**src/rtl/key_event.sv**
```systemverilog
// key_event: turns the debounced key level into press / release / long-press /
// auto-repeat events and queues them as ASCII bytes for a UART transmitter.
//
// Events: 'P' (0x50) press, 'R' (0x52) release, 'L' (0x4C) long press,
//         'T' (0x54) auto-repeat after the long press.
// Ports:
//   clk         system clock, rising edge
//   nrst        asynchronous active-low reset
//   key_in      debounced key level (polarity set by ACTIVE_LOW)
//   ev_data     byte at the FIFO head (0x00 while the FIFO is empty)
//   ev_valid    FIFO not empty
//   ev_ready    consumer takes ev_data when ev_valid & ev_ready
//   key_pressed registered, polarity-normalised pressed state
//   drop_cnt    saturating count of events lost on a full FIFO
module key_event #(
    parameter int ACTIVE_LOW    = 1,
    parameter int LONG_CYCLES   = 13_500_000,
    parameter int REPEAT_CYCLES = 2_700_000
) (
    input  logic       clk,
    input  logic       nrst,
    input  logic       key_in,
    output logic [7:0] ev_data,
    output logic       ev_valid,
    input  logic       ev_ready,
    output logic       key_pressed,
    output logic [7:0] drop_cnt
);

    localparam int MAXC = (LONG_CYCLES > REPEAT_CYCLES) ? LONG_CYCLES : REPEAT_CYCLES;
    localparam int CW   = $clog2(MAXC);
    localparam logic [CW-1:0] LONG_TERM   = CW'(LONG_CYCLES - 1);
    localparam logic [CW-1:0] REPEAT_TERM = CW'(REPEAT_CYCLES - 1);
    localparam logic          POL         = (ACTIVE_LOW != 0);

    localparam logic [7:0] CH_P = 8'h50;
    localparam logic [7:0] CH_R = 8'h52;
    localparam logic [7:0] CH_L = 8'h4C;
    localparam logic [7:0] CH_T = 8'h54;

    logic          pressed_now;
    logic [CW-1:0] hold_cnt, hold_nxt;
    logic          long_done, long_nxt;
    logic          ev_push;
    logic [7:0]    ev_byte;

    assign pressed_now = key_in ^ POL;

    // Event detection. Press/release are edges of pressed_now against the
    // registered state; hold events only exist while both are high, so at
    // most one event can fire per cycle.
    always_comb begin
        ev_push  = 1'b0;
        ev_byte  = 8'h00;
        hold_nxt = hold_cnt;
        long_nxt = long_done;
        if (pressed_now && !key_pressed) begin
            ev_push  = 1'b1;
            ev_byte  = CH_P;
            hold_nxt = '0;
            long_nxt = 1'b0;
        end else if (!pressed_now && key_pressed) begin
            ev_push  = 1'b1;
            ev_byte  = CH_R;
            hold_nxt = '0;
            long_nxt = 1'b0;
        end else if (pressed_now && key_pressed) begin
            if (!long_done && hold_cnt == LONG_TERM) begin
                ev_push  = 1'b1;
                ev_byte  = CH_L;
                hold_nxt = '0;
                long_nxt = 1'b1;
            end else if (long_done && hold_cnt == REPEAT_TERM) begin
                ev_push  = 1'b1;
                ev_byte  = CH_T;
                hold_nxt = '0;
            end else begin
                hold_nxt = hold_cnt + 1'b1;
            end
        end
    end

    always_ff @(posedge clk or negedge nrst) begin
        if (!nrst) begin
            key_pressed <= 1'b0;
            hold_cnt    <= '0;
            long_done   <= 1'b0;
        end else begin
            key_pressed <= pressed_now;
            hold_cnt    <= hold_nxt;
            long_done   <= long_nxt;
        end
    end

    // 4-entry event FIFO
    logic [7:0] mem [4];
    logic [1:0] wptr, rptr;
    logic [2:0] count;
    logic       pop, full, accept, drop;

    assign ev_valid = (count != 3'd0);
    assign pop      = ev_valid & ev_ready;
    assign full     = (count == 3'd4);
    // A pop on the same edge frees the slot, so a push into a full FIFO
    // still lands when the consumer is draining.
    assign accept   = ev_push & (~full | pop);
    assign drop     = ev_push & full & ~pop;
    assign ev_data  = ev_valid ? mem[rptr] : 8'h00;

    always_ff @(posedge clk) begin
        if (accept) mem[wptr] <= ev_byte;
    end

    always_ff @(posedge clk or negedge nrst) begin
        if (!nrst) begin
            wptr     <= '0;
            rptr     <= '0;
            count    <= '0;
            drop_cnt <= '0;
        end else begin
            if (accept) wptr <= wptr + 1'b1;
            if (pop)    rptr <= rptr + 1'b1;
            count <= count + {2'b00, accept} - {2'b00, pop};
            if (drop && drop_cnt != 8'hFF) drop_cnt <= drop_cnt + 1'b1;
        end
    end

endmodule
```
**config.mk**
```make
export PLATFORM = sky130hd
export DESIGN_NAME = key_event
export DESIGN_NICKNAME = d
export VERILOG_FILES = /design/src/rtl/key_event.sv
export SDC_FILE = /design/constraint.sdc
export NUM_CORES = 1
export LEC_CHECK = 0
export CAP_MARGIN = 5
export CORE_MARGIN = 4
export CORE_UTILIZATION = 35
export DETAILED_ROUTE_END_ITERATION = 16
export SKIP_CTS_REPAIR_TIMING = 1
export SYNTH_ARGS = -nofsm -noshare
export SYNTH_HDL_FRONTEND = slang
export SYNTH_SLANG_ARGS = --single-unit
```
**constraint.sdc**
```tcl
create_clock -name clk -period 3.21 [get_ports clk]
set_clock_uncertainty 0.15 [all_clocks]
set_input_delay 0.963 -clock clk [delete_from_list [all_inputs] [get_ports clk]]
set_output_delay 0.963 -clock clk [all_outputs]
set_load 0.05 [all_outputs]
```
=== Word level (Yosys, flattened, before mapping) ===
Memories as Yosys holds them, arrays and structs flattened.
Cells that the tools add are included.

* Add/sub/neg operators: 6
* Reductions and logical operators: 12
* Bitwise gates (word level): 8
* Muxes and demuxes: 22
* Eq/ne operators: 4

{| class="wikitable"
|+ Operator list
! cell !! count
|-
| $mux W24 || 5
|-
| $mux W7 || 5
|-
| $add A24 B1 Y24 const B || 1
|-
| $eq A24 B22 Y1 const B || 1
|-
| $eq A24 B24 Y1 const B || 1
|-
| $mux W1 || 11
|-
| $reduce_bool A3 Y1 || 3
|-
| $add A8 B1 Y8 const B || 1
|-
| $mux W8 || 1
|-
| $ne A8 B8 Y1 const B || 1
|-
| $logic_and A1 B1 Y1 || 6
|-
| $add A2 B1 Y2 const B || 2
|-
| $and A1 B1 Y1 || 4
|-
| $add A3 B1 Y3 || 1
|-
| $eq A3 B3 Y1 const B || 1
|-
| $not A1 Y1 || 3
|-
| $sub A3 B1 Y3 || 1
|-
| $logic_not A1 Y1 || 2
|-
| $reduce_and A2 Y1 || 1
|-
| $or A1 B1 Y1 || 1
|}

* Bits in writable memories: 28
* Memories kept: 1
* Register bits after elaboration: 41
* Output and inout port bits: 18

{| class="wikitable"
|+ Memory list
! memory !! depth !! bits a word !! rd ports !! clocked after Yosys merged registers in !! wr ports !! line !! RTL
|-
| mem || 4 || 7 || 1 || 0 || 1 || 96 || <nowiki>logic [7:0] mem [4];</nowiki>
|}

=== Depth between registers and ports, before layout ===
Gate-level depths: netlist of the first run.

* Depth in word-level cells: 10
* Gate-level depth with buffers: 11
* Mapped depth without buffers: 11

=== Worst setup path after synthesis of the first run ===
No wires, ideal clock.

* Kind: in2reg
* From: in key_in
* To: reg count[2]
* Required time: 2.937 ns
* Setup slack: -0.151 ns
* Stages on the path: 10
* Library setup time: 0.123 ns
* Arrival time: 3.089 ns
* Cells stage by stage: ha_1 > nor2_1 > clkbuf_1 > nand4_1 > a21bo_1 > ha_1 > inv_1 > fa_1 > xnor2_1 > xnor2_1

* Longest elaborated chain between the ends: 8
* Elaborated cells on any way between the ends: 10
* Those cells by class: add/sub (2); mux (3); bitwise (2); reduce/logical (3)

{| class="wikitable"
|+ RTL lines
! what !! line !! RTL
|-
| from (decl) || 22 || <nowiki>input logic key_in,</nowiki>
|-
| $not A1 Y1 (no source line) || - ||
|-
| $logic_and A1 B1 Y1 || 67 || <nowiki>end else if (pressed_now && key_pressed) begin</nowiki>
|-
| $mux W1 || 67 ||
|-
| $mux W1 || 62 || <nowiki>end else if (!pressed_now && key_pressed) begin</nowiki>
|-
| $mux W1 (*) || 57 || <nowiki>if (pressed_now && !key_pressed) begin</nowiki>
|-
| $and A1 B1 Y1 (*) || 106 || <nowiki>assign accept = ev_push & (~full | pop);</nowiki>
|-
| $add A3 B1 Y3 (*) || 123 || <nowiki>count <= count + {2'b00, accept} - {2'b00, pop};</nowiki>
|-
| $sub A3 B1 Y3 (*) || 123 ||
|-
| to (signal assigned) || 123 ||
|-
| to (decl) || 98 || <nowiki>logic [2:0] count;</nowiki>
|}

Mark *: on every way between the ends. The rest lies on a longest branch, timed or not.
A chain may end at the register's enable or synchronous reset.

=== Worst setup path in the final report of the first run ===
* From: in key_in
* To: reg count[2]

* Longest elaborated chain between the ends: 8
* Elaborated cells on any way between the ends: 10
* Those cells by class: add/sub (2); mux (3); bitwise (2); reduce/logical (3)

{| class="wikitable"
|+ RTL lines
! what !! line !! RTL
|-
| $not A1 Y1 (no source line) (*) || - ||
|-
| via pressed_now || 41 || <nowiki>logic pressed_now;</nowiki>
|-
| $logic_and A1 B1 Y1 || 67 ||
|-
| $mux W1 || 67 ||
|-
| $mux W1 || 62 ||
|-
| $mux W1 (*) || 57 ||
|-
| $and A1 B1 Y1 (*) || 106 ||
|-
| $add A3 B1 Y3 (*) || 123 ||
|-
| $sub A3 B1 Y3 (*) || 123 ||
|}

The timed path passes the listed nets; every way through them passes the cells marked *.

==> results of run 1 <==
cells by family (layout without fill, tap and decap cells):
group	count (synthesis)	count (layout)
AO/OA/AOI/OAI	48	48
adder cells (fa/ha/maj)	12	12
multiplexers	11	11
buffers and inverters	30	67
AND/OR/NAND/NOR	120	120
XOR/XNOR	16	16
other	1	3
flip-flops	61	61
layer usage:
| metal | GRT usage | routed length (µm) | vias to the layer above |
|---|---|---|---|
| li1 | - | - | 1178 |
| met1 | 0.181 | 3290 | 1203 |
| met2 | 0.221 | 3460 | 50 |
| met3 | 0.0432 | 295 | 8 |
| met4 | 0.0450 | 73 | 0 |
| met5 | 0 | 0 | - |
worst paths after layout:
kind                                    from           to  slack, ns  cells past startpoint
min in group asynchronous               nrst      rptr[1]       0.39                      1
worst max register to register  hold_cnt[18]     count[2]       0.41                     10
max in group asynchronous               nrst  hold_cnt[6]       1.81                      2
worst min-delay path             drop_cnt[4]  drop_cnt[4]       0.34                      1
worst max-delay path                  key_in     count[2]       0.16                     11
worst min register to register   drop_cnt[4]  drop_cnt[4]       0.34                      1
layout make-up:
class / instances / area [µm²]
Clock buffer: 11 / 153
Clock inverter: 5 / 57.6
Fill cell: 877 / 5290
Inverter: 13 / 48.8
Multi-Input combinational cell: 210 / 1570
Sequential cell: 61 / 1630
Tap cell: 111 / 139
Timing Repair Buffer: 38 / 313
cells in the mapped netlist, types with 8 or more instances:
cell,count
and2_1,12
ha_1,11
inv_1,12
and3_1,9
nand2_1,25
xnor2_1,8
nor2_1,12
dfrtp_1,41
nand4_1,13
nand3_1,17
a31oi_1,21
clkbuf_1,11
edfxtp_1,20
xor2_1,8
o21ai_1,8
sequential cells by signal, indices dropped and copies added (netlist names):
name,flops
wptr,2
long_done,1
drop_cnt,8
hold_cnt,24
mem,20
key_pressed,1
count,3
rptr,2
critical path, cell delays in order:
cell and delay (ns):
clkdlybuf4s50_1 0.51, inv_1 0.09, ha_1 0.26, o211ai_4 0.12, nand4_1 0.15, a21bo_1 0.20
ha_1 0.13, inv_1 0.04, fa_1 0.38, xnor2_1 0.15, xnor2_1 0.12
per-stage QoR:
step / power, W / setup TNS (ns) / setup WS [ns] / cells / area (µm²)
after global routing: 0.00273 / 0 / 0.0399 / 449 / 3910
after global placement: 0.00188 / -0.130 / -0.130 / 433 / 3700
after CTS: 0.00262 / 0 / 0.152 / 449 / 3910
final: 0.00258 / 0 / 0.164 / 449 / 3910
after detailed placement: 0.00189 / -0.258 / -0.195 / 433 / 3700
after floorplan: 0.00164 / 0 / 0.0682 / 301 / 3310
power by group:
part           internal (W)  leakage, nW  switching (W)
clock network      0.000406        0.108       0.000310
registers          0.000930        0.740       0.000123
logic              0.000327        0.725       0.000484
total               0.00166         1.57       0.000917
==> impl_metrics.yaml, run 1 <==
clock_network:
  cts_root_buffer: "clkbuf_8"
  cts_tree: "done"
  clock_latency_ns: 0.34
  path_clk_slew_ns: 0.07
  cts_htree_levels: 3
  cts.sink_count: 61
  cts_buffer_depth: 2
  cts_inserted_buffers: 9
timing:
  rsz0062_at_grt: "no"
  fmax_mhz: 328
  whs_ns: 0.343
  slew_headroom: 0.450
  finalMaxSlewViolations: 0
  setup_viol: 0
  worst_pin_slew_ns: 0.817
  hold_violations: 0
  fin_crit_sh: 0.949
  layout_min_cycle_time_ns: 3.05
synthesis:
  ys_seq_area_frac: 0.493
  synth_compound_area_frac: 0.106
  synthCells: 299
  synth-main-ff-cell: "dfrtp_1"
  synth_fa_ha_area_frac: 0.0478
  async_flop_share: 0.672
  syn_avg_cell_area_um2: 11.0
  synth.distinct_cells: 52
  synth_top_area_cell: "dfrtp_1"
  synth_area_leaders: "dfrtp_1, edfxtp_1, ha_1, a31oi_1, mux4_2"
  yosysWarnings: 0
  synth_top_family_by_area: "simple AND/OR/NAND/NOR gates"
  synth.area.mux_share: 0.0531
  ys_ff_latch: 61
  syn-cell-area_um2: 3300
  synth-simple-area-share: 0.218
  synthXorXnorAreaFrac: 0.0425
  synth_edf_count: 20
  netlist.area_leader.share: 0.311
worst_setup_path:
  path_max_fanout: 4
  cp.arrival_ns: 3.13
  path_class: "input pin to flip-flop"
  required_ns: 3.29
  crit_path_start_kind: "input pin"
  endpoint_kind: "flip-flop"
run:
  max-cap-violations: 0
layout:
  drive_gt1_frac: 0.172
  nNetsFinal: 349
  layout_commonest_cell: "dfrtp_1"
  fin_util: 0.425
  area_growth_syn_to_layout_pct: 18.4
  n_antenna_cell: 0
  mostFrequentLayoutCells: "dfrtp_1, nand2_1, buf_4"
drt:
  drt_iter0_markers: 121
  detail_route.wl_per_cell_um: 15.8
  vias_per_cell: 5.43
  drtAntennaViolNets: 0
  drt_pre_antenna_iters: 4
  vias: 2439
  drc: 0
  wirelength_um: 7110
placed_design:
  dp_hpwl_um: 4880
  io_buffers: 18
  routabilityCongestion: 0.782
grt:
  grt_pass1_vias: 2393
  grt-ovfl-total: 0
  grt_max_degree: 31
  grt_pass1_wl_um: 12300
  track_usage: 0.139
  antenna_found_initial: 0
die:
  core_region_area_um2: 9200
  io_pins: 22
  dieWidth_um: 105
  die-area_um2: 11000
  start_util: 0.359
  die_height_um: 105
  rows: 35
power:
  vdd_drop_max_v: 0.000266
  cellPowerDensity_nw_per_um2: 661
  p_leak_nw: 1.57
outcome:
  status: "finished, final reports clean"
hold_path:
  hold_class: "flip-flop to flip-flop"
Note: power is estimated with default switching activity, not from simulation.
==> run 2, diff against run 1 <==
==> constraint.sdc (replaced) <==
create_clock -name clk -period 2.8 [get_ports clk]
set_clock_uncertainty 0.15 [all_clocks]
set_input_delay 0.84 -clock clk [delete_from_list [all_inputs] [get_ports clk]]
set_output_delay 0.84 -clock clk [all_outputs]
set_load 0.05 [all_outputs]
==> impl_metrics.yaml, run 2 (synthesized netlist as in run 1, its figures left out) <==
outcome:
  status: "finished, final reports clean"
worst_setup_path:
  cp.arrival_ns: 2.78
  path_cells: "or4b_4 -> nor3_4 -> o211ai_4 -> a21oi_4 -> a21bo_1 -> ha_2 -> inv_2 -> fa_2 -> xnor2_2 -> xnor2_1"
  slowest_delay_ns: 0.57
  endpoint_kind: "flip-flop"
  crit_path_start_kind: "flip-flop"
  required_ns: 2.87
  path_max_fanout: 4
  slowest_stage: "or4b_4"
  path_class: "flip-flop to flip-flop"
placed_design:
  io_buffers: 18
  placed_cell_area_um2: 3930
  routabilityCongestion: 0.770
  dp_cells: 455
  dp_hpwl_um: 5260
timing:
  layout_min_cycle_time_ns: 2.71
  fin_crit_sh: 0.967
  hold_violations: 0
  fin_setup_tns_ns: 0
  whs_ns: 0.327
  fmax_mhz: 369
  finalMaxSlewViolations: 0
  setup_viol: 0
  slew_headroom: 0.587
  worst_pin_slew_ns: 0.619
layout:
  n_antenna_cell: 0
  reg.largest.list: "hold_cnt (24), mem (20), drop_cnt (8)"
  layout_commonest_cell: "buf_4"
  top_register: "hold_cnt"
  area_growth_syn_to_layout_pct: 26.6
  drive_gt1_frac: 0.258
  largest_reg_flops: 24
  mostFrequentLayoutCells: "buf_4, dfrtp_1, nand2_1"
  stdcell_area_um2: 4180
  final_cells: 475
  nNetsFinal: 375
drt:
  vias: 2499
  wirelength_um: 7360
  drt_pre_antenna_iters: 4
  detail_route.wl_per_cell_um: 15.5
  drt_iter0_markers: 185
  vias_per_cell: 5.26
  drc: 0
  drtAntennaViolNets: 0
die:
  die_height_um: 105
  io_pins: 22
  die-area_um2: 11000
  dieWidth_um: 105
  core_region_area_um2: 9200
  start_util: 0.359
  rows: 35
grt:
  grt_max_degree: 42
  track_usage: 0.140
  grt-ovfl-total: 0
  antenna_found_initial: 0
  grt_pass1_vias: 2456
  grt_pass1_wl_um: 12400
hold_path:
  hold_class: "input pin to asynchronous set/reset pin"
clock_network:
  path_clk_slew_ns: 0.07
  cts_root_buffer: "clkbuf_8"
  cts_buffer_depth: 2
  cts.sink_count: 61
  cts_htree_levels: 3
  cts_inserted_buffers: 9
  clock_latency_ns: 0.33
  cts_tree: "done"
power:
  cellPowerDensity_nw_per_um2: 710
  vdd_drop_max_v: 0.000338
  p_leak_nw: 1.72
run:
  max-cap-violations: 0
-- run 2: cell count changes in the layout (fill, tap and decap cells not counted), sizes merged --
cell	previous run	this run
dlymetal6s2s	0	1
clkdlybuf4s50	12	10
clkinvlp	0	1
clkinv	5	4
buf	26	53
-- run 2: through the flow --
step	utilization	power (W)	setup WS (ns)
floorplan	-	0.00191	-0.0247
global placement	0.427	0.00219	-0.501
detailed placement	0.427	0.00222	-0.576
CTS	0.448	0.00300	-0.203
global route	0.454	0.00315	-0.00520
finish	0.454	0.00296	0.0924
-- run 2: final timing paths --
path,depth (start not counted),end,from,slack [ns]
max,10,count[2],hold_cnt[18],0.09
min,2,key_pressed,nrst,0.33
max reg2reg,10,count[2],hold_cnt[18],0.09
min reg2reg,1,drop_cnt[4],drop_cnt[4],0.34
max in group asynchronous,2,rptr[0],nrst,1.96
min in group clk,1,drop_cnt[4],drop_cnt[4],0.34
-- run 2: worst max-delay path, delay by kind of cell (launching register included) --
| kind | cells | cell delay (ns) |
|---|---|---|
| AO/OA/AOI/OAI | 3 | 0.42 |
| XOR/XNOR | 2 | 0.28 |
| adder cells (fa/ha/maj) | 2 | 0.51 |
| buffers and inverters | 1 | 0.03 |
| flip-flops | 1 | 0.38 |
| AND/OR/NAND/NOR | 2 | 0.82 |
-- run 2: layout make-up --
type	instances	area, µm²
Multi-Input combinational cell	210	1630
Sequential cell	61	1630
Fill cell	839	5020
Clock inverter	5	51.3
Timing Repair Buffer	64	528
Clock buffer	11	141
Inverter	13	61.3
Tap cell	111	139
-- run 2: routing by layer --
| layer | vias up | track usage | wire length, µm |
|---|---|---|---|
| li1 | 1225 | - | - |
| met2 | 48 | 0.227 | 3600 |
| met3 | 4 | 0.0395 | 288 |
| met5 | - | 0 | 0 |
| met1 | 1222 | 0.186 | 3440 |
| met4 | 0 | 0.0291 | 34 |
-- run 2: report_power, final --
group	switching [W]	internal [W]
combinational	0.000567	0.000409
clock	0.000344	0.000429
sequential	0.000147	0.00107
total	0.00106	0.00191
